File: src/rtl/rx_bg_top_pkg.sv
// rtl/rx_bg_top_pkg.sv - shared UART state encodings and oversampling constants (RX/TX)
package rx_bg_top_pkg;

  typedef logic [1:0] state_t;

  localparam state_t IDLE  = 2'b00;
  localparam state_t START = 2'b01;
  localparam state_t DATA  = 2'b10;
  localparam state_t STOP  = 2'b11;

  // Ticks per bit and the tick index of the bit centre
  localparam int OVERSAMPLE = 16;
  localparam int MID_TICK   = 7;

endpackage

File: src/rtl/rx_bg_top_baud_rate_gen.sv
// rtl/rx_bg_top_baud_rate_gen.sv - free-running mod-BAUD_DIV counter producing the 16x oversampling tick
module baud_rate_gen #(
  parameter int BAUD_DIV = 163,
  parameter int NB_DIV   = 8
) (
  input  logic i_clock,
  input  logic i_reset,
  output logic o_tick
);

  logic [NB_DIV-1:0] cnt;

  assign o_tick = (cnt == NB_DIV'(BAUD_DIV - 1));

  // Count 0..BAUD_DIV-1 and wrap; the tick marks the last count
  always_ff @(posedge i_clock or posedge i_reset) begin
    if (i_reset)
      cnt <= '0;
    else if (o_tick)
      cnt <= '0;
    else
      cnt <= cnt + 1'b1;
  end

endmodule

File: src/rtl/rx_bg_top.sv
// rtl/rx_bg_top.sv - 8N1 UART receiver with built-in baud generator; optional RX_FRAMING_ERR_EN stop-bit check
module rx_bg_top #(
  parameter int DBIT     = 8,
  parameter int SB_TICK  = 16,
  parameter int NB_STATE = 2,
  parameter int BAUD_DIV = 163,
  parameter int NB_DIV   = 8
) (
  input  logic            i_clock,
  input  logic            i_reset,
  input  logic            i_rx,
  output logic [DBIT-1:0] o_data,
  output logic            o_rx_done_tick
`ifdef RX_FRAMING_ERR_EN
  ,
  output logic            o_frame_err
`endif
);

  import rx_bg_top_pkg::*;

  localparam int NB_S = $clog2((SB_TICK > OVERSAMPLE) ? SB_TICK : OVERSAMPLE);
  localparam int NB_N = (DBIT > 1) ? $clog2(DBIT) : 1;

  logic                tick;
  logic                rx_meta;
  logic                rx_sync;
  logic                rx_prev;
  logic [NB_STATE-1:0] state;
  logic [NB_S-1:0]     s_cnt;
  logic [NB_N-1:0]     n_cnt;
  logic [DBIT-1:0]     shreg;
`ifdef RX_FRAMING_ERR_EN
  logic                stop_bad;
`endif

  baud_rate_gen #(
    .BAUD_DIV (BAUD_DIV),
    .NB_DIV   (NB_DIV)
  ) u_baud (
    .i_clock (i_clock),
    .i_reset (i_reset),
    .o_tick  (tick)
  );

  // Two-flop synchronizer plus one delayed copy for falling-edge detection; idles high
  always_ff @(posedge i_clock or posedge i_reset) begin
    if (i_reset) begin
      rx_meta <= 1'b1;
      rx_sync <= 1'b1;
      rx_prev <= 1'b1;
    end else begin
      rx_meta <= i_rx;
      rx_sync <= rx_meta;
      rx_prev <= rx_sync;
    end
  end

  // Frame FSM: edge-triggered start, mid-bit sampling, byte hand-off with a one-cycle strobe
  always_ff @(posedge i_clock or posedge i_reset) begin
    if (i_reset) begin
      state          <= IDLE;
      s_cnt          <= '0;
      n_cnt          <= '0;
      shreg          <= '0;
      o_data         <= '0;
      o_rx_done_tick <= 1'b0;
`ifdef RX_FRAMING_ERR_EN
      stop_bad       <= 1'b0;
      o_frame_err    <= 1'b0;
`endif
    end else begin
      o_rx_done_tick <= 1'b0;
      case (state)
        IDLE: begin
          // Needs a real 1->0 transition, so a line stuck low never restarts a frame
          if (rx_prev && !rx_sync) begin
            state <= START;
            s_cnt <= '0;
          end
        end
        START: begin
          if (tick) begin
            if (s_cnt == NB_S'(MID_TICK)) begin
              if (!rx_sync) begin
                state <= DATA;
                s_cnt <= '0;
                n_cnt <= '0;
              end else begin
                state <= IDLE;
              end
            end else begin
              s_cnt <= s_cnt + 1'b1;
            end
          end
        end
        DATA: begin
          if (tick) begin
            if (s_cnt == NB_S'(OVERSAMPLE - 1)) begin
              shreg <= {rx_sync, shreg[DBIT-1:1]};
              s_cnt <= '0;
              if (n_cnt == NB_N'(DBIT - 1))
                state <= STOP;
              else
                n_cnt <= n_cnt + 1'b1;
            end else begin
              s_cnt <= s_cnt + 1'b1;
            end
          end
        end
        STOP: begin
          if (tick) begin
`ifdef RX_FRAMING_ERR_EN
            if (s_cnt == NB_S'(MID_TICK))
              stop_bad <= ~rx_sync;
`endif
            if (s_cnt == NB_S'(SB_TICK - 1)) begin
              o_data         <= shreg;
              o_rx_done_tick <= 1'b1;
`ifdef RX_FRAMING_ERR_EN
              o_frame_err    <= stop_bad;
`endif
              state          <= IDLE;
            end else begin
              s_cnt <= s_cnt + 1'b1;
            end
          end
        end
        default: state <= IDLE;
      endcase
    end
  end

endmodule

File: config.mk
export PLATFORM = sky130hd
export DESIGN_NAME = rx_bg_top
export DESIGN_NICKNAME = d
export VERILOG_FILES = /design/src/rtl/rx_bg_top_pkg.sv /design/src/rtl/rx_bg_top_baud_rate_gen.sv /design/src/rtl/rx_bg_top.sv
export SDC_FILE = /design/constraint.sdc
export NUM_CORES = 1
export LEC_CHECK = 0
export ABC_AREA = 1
export CAP_MARGIN = 10
export CORE_MARGIN = 2
export CORE_UTILIZATION = 50
export DETAILED_ROUTE_END_ITERATION = 7
export GPL_TIMING_DRIVEN = 0
export PLACE_DENSITY = 0.69
export SLEW_MARGIN = 15
export SYNTH_ARGS = -nofsm -noshare
export SYNTH_HDL_FRONTEND = slang
export SYNTH_SLANG_ARGS = --single-unit
File: constraint.sdc
create_clock -name i_clock -period 2.11 [get_ports i_clock]
set_input_delay 0.211 -clock i_clock [delete_from_list [all_inputs] [get_ports i_clock]]
set_output_delay 0.211 -clock i_clock [all_outputs]
set_load 0.05 [all_outputs]
==> results.md <==
Floorplanning:
- The die span in y is 63.6 um.
- The die extent in x is 63.6 um.
- After floorplanning, the core was sized to cover 3360 um^2.
- In this run the count of I/O pins placed on the die edge is 12.
- Once the floorplan was initialized, standard cells occupied 52.8% of the core.
- The site row count is 21.
- The overall die area is 4040 um^2.

Synth:
- The synthesized design devotes to its leading area cell type 47.9% of total area.
- By area the synthesized netlist is led by sky130_fd_sc_hd__dfrtp_1, sky130_fd_sc_hd__nand2_1, sky130_fd_sc_hd__o21ai_2.
- The average cell area after synthesis is 8.83 um^2.
- The number of standard cells after synthesis is 201.
- The synthesized net count is 209.
- For this run, the number of Yosys warnings is 0.
- Of all cell types, the one taking the most synthesized area is sky130_fd_sc_hd__dfrtp_1.
- The proportion of synthesized chip area in sequential cells is 52.4%.
- The flip-flop and latch count after synthesis is 37.
- The number of distinct library cells after synthesis is 20.
- The combined area of all synthesized cells is 1780 um^2.

STA:
- After layout, the worst path uses 82.3% of the clock period.
- Setup repair after global routing left no endpoint under its margin.
- The worst max-slew margin expressed relative to the limit is 50.3%.
- The highest achievable clock rate is 576 MHz.
- The max-slew violation total from the final report is 0.
- The total negative setup slack is 0 ns.
- Clock skew on the completed layout was measured at 0.0122 ns.
- At the pin with the least slew margin, the transition time is 0.744 ns.
- Setup violations remaining at the end of the flow were counted as 0.
- The count of endpoints failing hold in the final timing report is 0.
- The minimum period implied by the final worst setup slack is 1.74 ns.

Placed design:
- The final RePlAce weighted congestion is 0.944.
- The total of buffers placed on input and output ports is 11.
- The placed cell area is 1940 um^2.
- The half-perimeter wire length after detailed placement is 2.28 mm.
- The placed cell count is 258.

Clocking:
- The clock reaches the later pin of the worst-skew pair after 0.34 ns.
- After clock tree synthesis, the setup repair step added 0 buffers.
- The CTS sink count is 37.
- The clock passes through at most 2 buffers.
- After clock tree synthesis, the clock-pin slew on the worst setup and hold paths is 0.11 ns.
- TritonCTS built the clock tree.
- The number of gates resized after cts is 0.
- TritonCTS created 5 clock buffers.
- Buffers inserted to repair hold after CTS numbered 0.
- The H-tree was split into 2 levels.
- The buffer type at the clock tree root is sky130_fd_sc_hd__clkbuf_4.

Drt:
- The number of DRC markers after the initial detailed-route iteration is 71.
- In this run the remaining antenna-violating nets after routing total 0.
- The first-pass detailed-route iteration total is 4.
- For this run, design rule violations remaining after detail routing come to 0.
- Using the TritonRoute via totals, the vias-per-cell ratio works out to 4.89.
- The routed layout has 1301 vias.
- In the final routed layout, each cell accounts on average for 11.6 um.
- Wires add up to 3.09 mm.

Final layout:
- The filler-free cell count of the finished design is 266.
- Compared with the post-synthesis result, the final layout area differs by 14.2%.
- The diode insertion count for antenna repair is 0.
- The layout has 336 filler cells.
- The fraction of layout instances using a drive strength above 1 is 18.2%.
- The count of nets after finishing is 227.
- The area of all placed cells without fillers is 2030 um^2.

Pwr:
- Dividing total power by cell area gives a power density of 813 nW/um^2.
- The maximum vdd ir drop is 0.000499 V.
- For this design the static power due to leakage is 0.000983 uW.

Worst setup path:
- Grouping stages by cell kind, the critical path spends the most delay in buffers and inverters.
- The critical path goes through clkdlybuf4s50_1.
- The cell at the slowest stage of the critical path is sky130_fd_sc_hd__clkdlybuf4s50_1.
- The type of origin of the critical path is a flop.
- The maximum net fanout on the critical path is 2.
- The required arrival time at the worst endpoint is 1.90 ns.
- The worst path arrival time is 1.53 ns.
- STA classifies the critical path endpoint as an output port.
- For this run, the slowest stage of the critical path takes 0.81 ns.
- Together, buffers and inverters on the worst path number 1.
- The critical path in this run is classified as flop to output port.

Global routing:
- The via count of the first global-routing pass is 1245.
- The sum of overflow across all layers after global routing is 0.
- The first global-routing pass estimated 5.64 mm of wire.
- For this run, the total global-route usage over all layers was measured as 18.2%.
- The largest net degree at the start of global routing is 38.
- The initial antenna violation count was 0.

Run:
- Max-cap violations in this run came to 0.

Status:
- The flow ran to the end, and the final reports show no timing, DRC or antenna violations.

Min path:
- The path category of the worst min-delay check is input pin to flop.
worst paths after layout:
| kind | end | cells past startpoint | from | slack (ns) |
|---|---|---|---|---|
| min reg2reg | rx_sync | 0 | rx_meta | 0.36 |
| max reg2reg | o_data[7] | 7 | s_cnt[0] | 0.46 |
| max | o_data[7] | 1 | o_data[7] | 0.37 |
| min | rx_meta | 1 | i_rx | 0.27 |
| min in group asynchronous | n_cnt[1] | 2 | i_reset | 0.30 |
| max in group asynchronous | u_baud.cnt[4] | 2 | i_reset | 1.32 |
state kept, by name, summed over array words and instances, names as in the netlist, named ones only:
register        flops
s_cnt               4
o_rx_done_tick      1
rx_prev             1
u_baud.cnt          8
rx_sync             1
rx_meta             1
o_data              8
n_cnt               3
state               1
shreg               8
report_power, final:
| part | leakage, uW | internal [uW] | switching, uW |
|---|---|---|---|
| Sequential | 0.000487 | 759 | 57.1 |
| Clock | 0.0000455 | 283 | 232 |
| Combinational | 0.000450 | 95.4 | 222 |
| Total | 0.000983 | 1140 | 511 |
cells in the mapped netlist, drive strengths merged:
library cell / count
a21oi: 1
buf: 2
dfrtp: 34
dfstp: 3
ha: 5
inv: 28
nand2: 59
nand3: 14
nand4: 4
nor2: 21
nor3: 3
nor4: 1
o21ai: 21
xor2: 5
cell families (layout without fill, tap and decap cells):
group | Yosys count | in the layout | synth area share (%)
simple gates | 102 | 102 | 24.9
flops | 37 | 37 | 52.4
buf+inv | 30 | 49 | 7.19
compound gates | 22 | 22 | 9.58
fa+ha+maj | 5 | 5 | 3.52
xor+xnor | 5 | 5 | 2.47
layer usage:
metal / global-route usage (%) / part of all wire, % / up-vias
li1: - / - / 667
met4: 6.52 / 1.4 / 0
met2: 29.5 / 49 / 11
met3: 5.00 / 2.9 / 5
met1: 23.3 / 47 / 618
met5: 0 / 0 / -
metrics by stage:
| step | hold slack (ns) | worst slack, ns | util [%] | total power, uW |
|---|---|---|---|---|
| 2_1_floorplan | 0.215 | 0.701 | - | 1070 |
| 3_3_place_gp | 0.348 | 0.313 | 57.8 | 1130 |
| 3_5_place_dp | 0.347 | 0.480 | 57.8 | 1140 |
| 4_1_cts | 0.258 | 0.356 | 60.3 | 1660 |
| 5_1_grt | 0.244 | 0.306 | 60.3 | 1750 |
| 6_report | 0.272 | 0.374 | 60.3 | 1650 |
cells in the final DEF, fill, tap and decap left out:
cell                               n
sky130_fd_sc_hd__clkbuf_1          1
sky130_fd_sc_hd__inv_2             5
sky130_fd_sc_hd__nor3_1            2
sky130_fd_sc_hd__nor3_2            1
sky130_fd_sc_hd__nand3_2           2
sky130_fd_sc_hd__o21ai_0           5
sky130_fd_sc_hd__bufinv_16         1
sky130_fd_sc_hd__nor2_2            3
sky130_fd_sc_hd__clkdlybuf4s50_1  11
sky130_fd_sc_hd__clkbuf_8          1
sky130_fd_sc_hd__clkbuf_4          5
sky130_fd_sc_hd__nor4_1            1
sky130_fd_sc_hd__buf_6             2
sky130_fd_sc_hd__xor2_1            5
sky130_fd_sc_hd__nand3_1          12
sky130_fd_sc_hd__dfrtp_1          34
sky130_fd_sc_hd__inv_1            23
sky130_fd_sc_hd__nand2_1          58
sky130_fd_sc_hd__a21oi_1           1
sky130_fd_sc_hd__nand4_1           4
sky130_fd_sc_hd__dfstp_2           3
sky130_fd_sc_hd__nor2_1           18
sky130_fd_sc_hd__ha_1              5
sky130_fd_sc_hd__nand2_2           1
sky130_fd_sc_hd__o21ai_2          16
cell type report:
class	count	area (um^2)	share of cell area (%)
multi-input combinational	134	718	35.4
inverter	28	105	5.18
tap	46	57.6	2.84
sequential	37	930	45.8
timing repair buffer	11	110	5.43
clock inverter	1	30.0	1.48
clock buffer	7	55.1	2.71
buffer	2	22.5	1.11
Power figures use the tool's default switching activity.
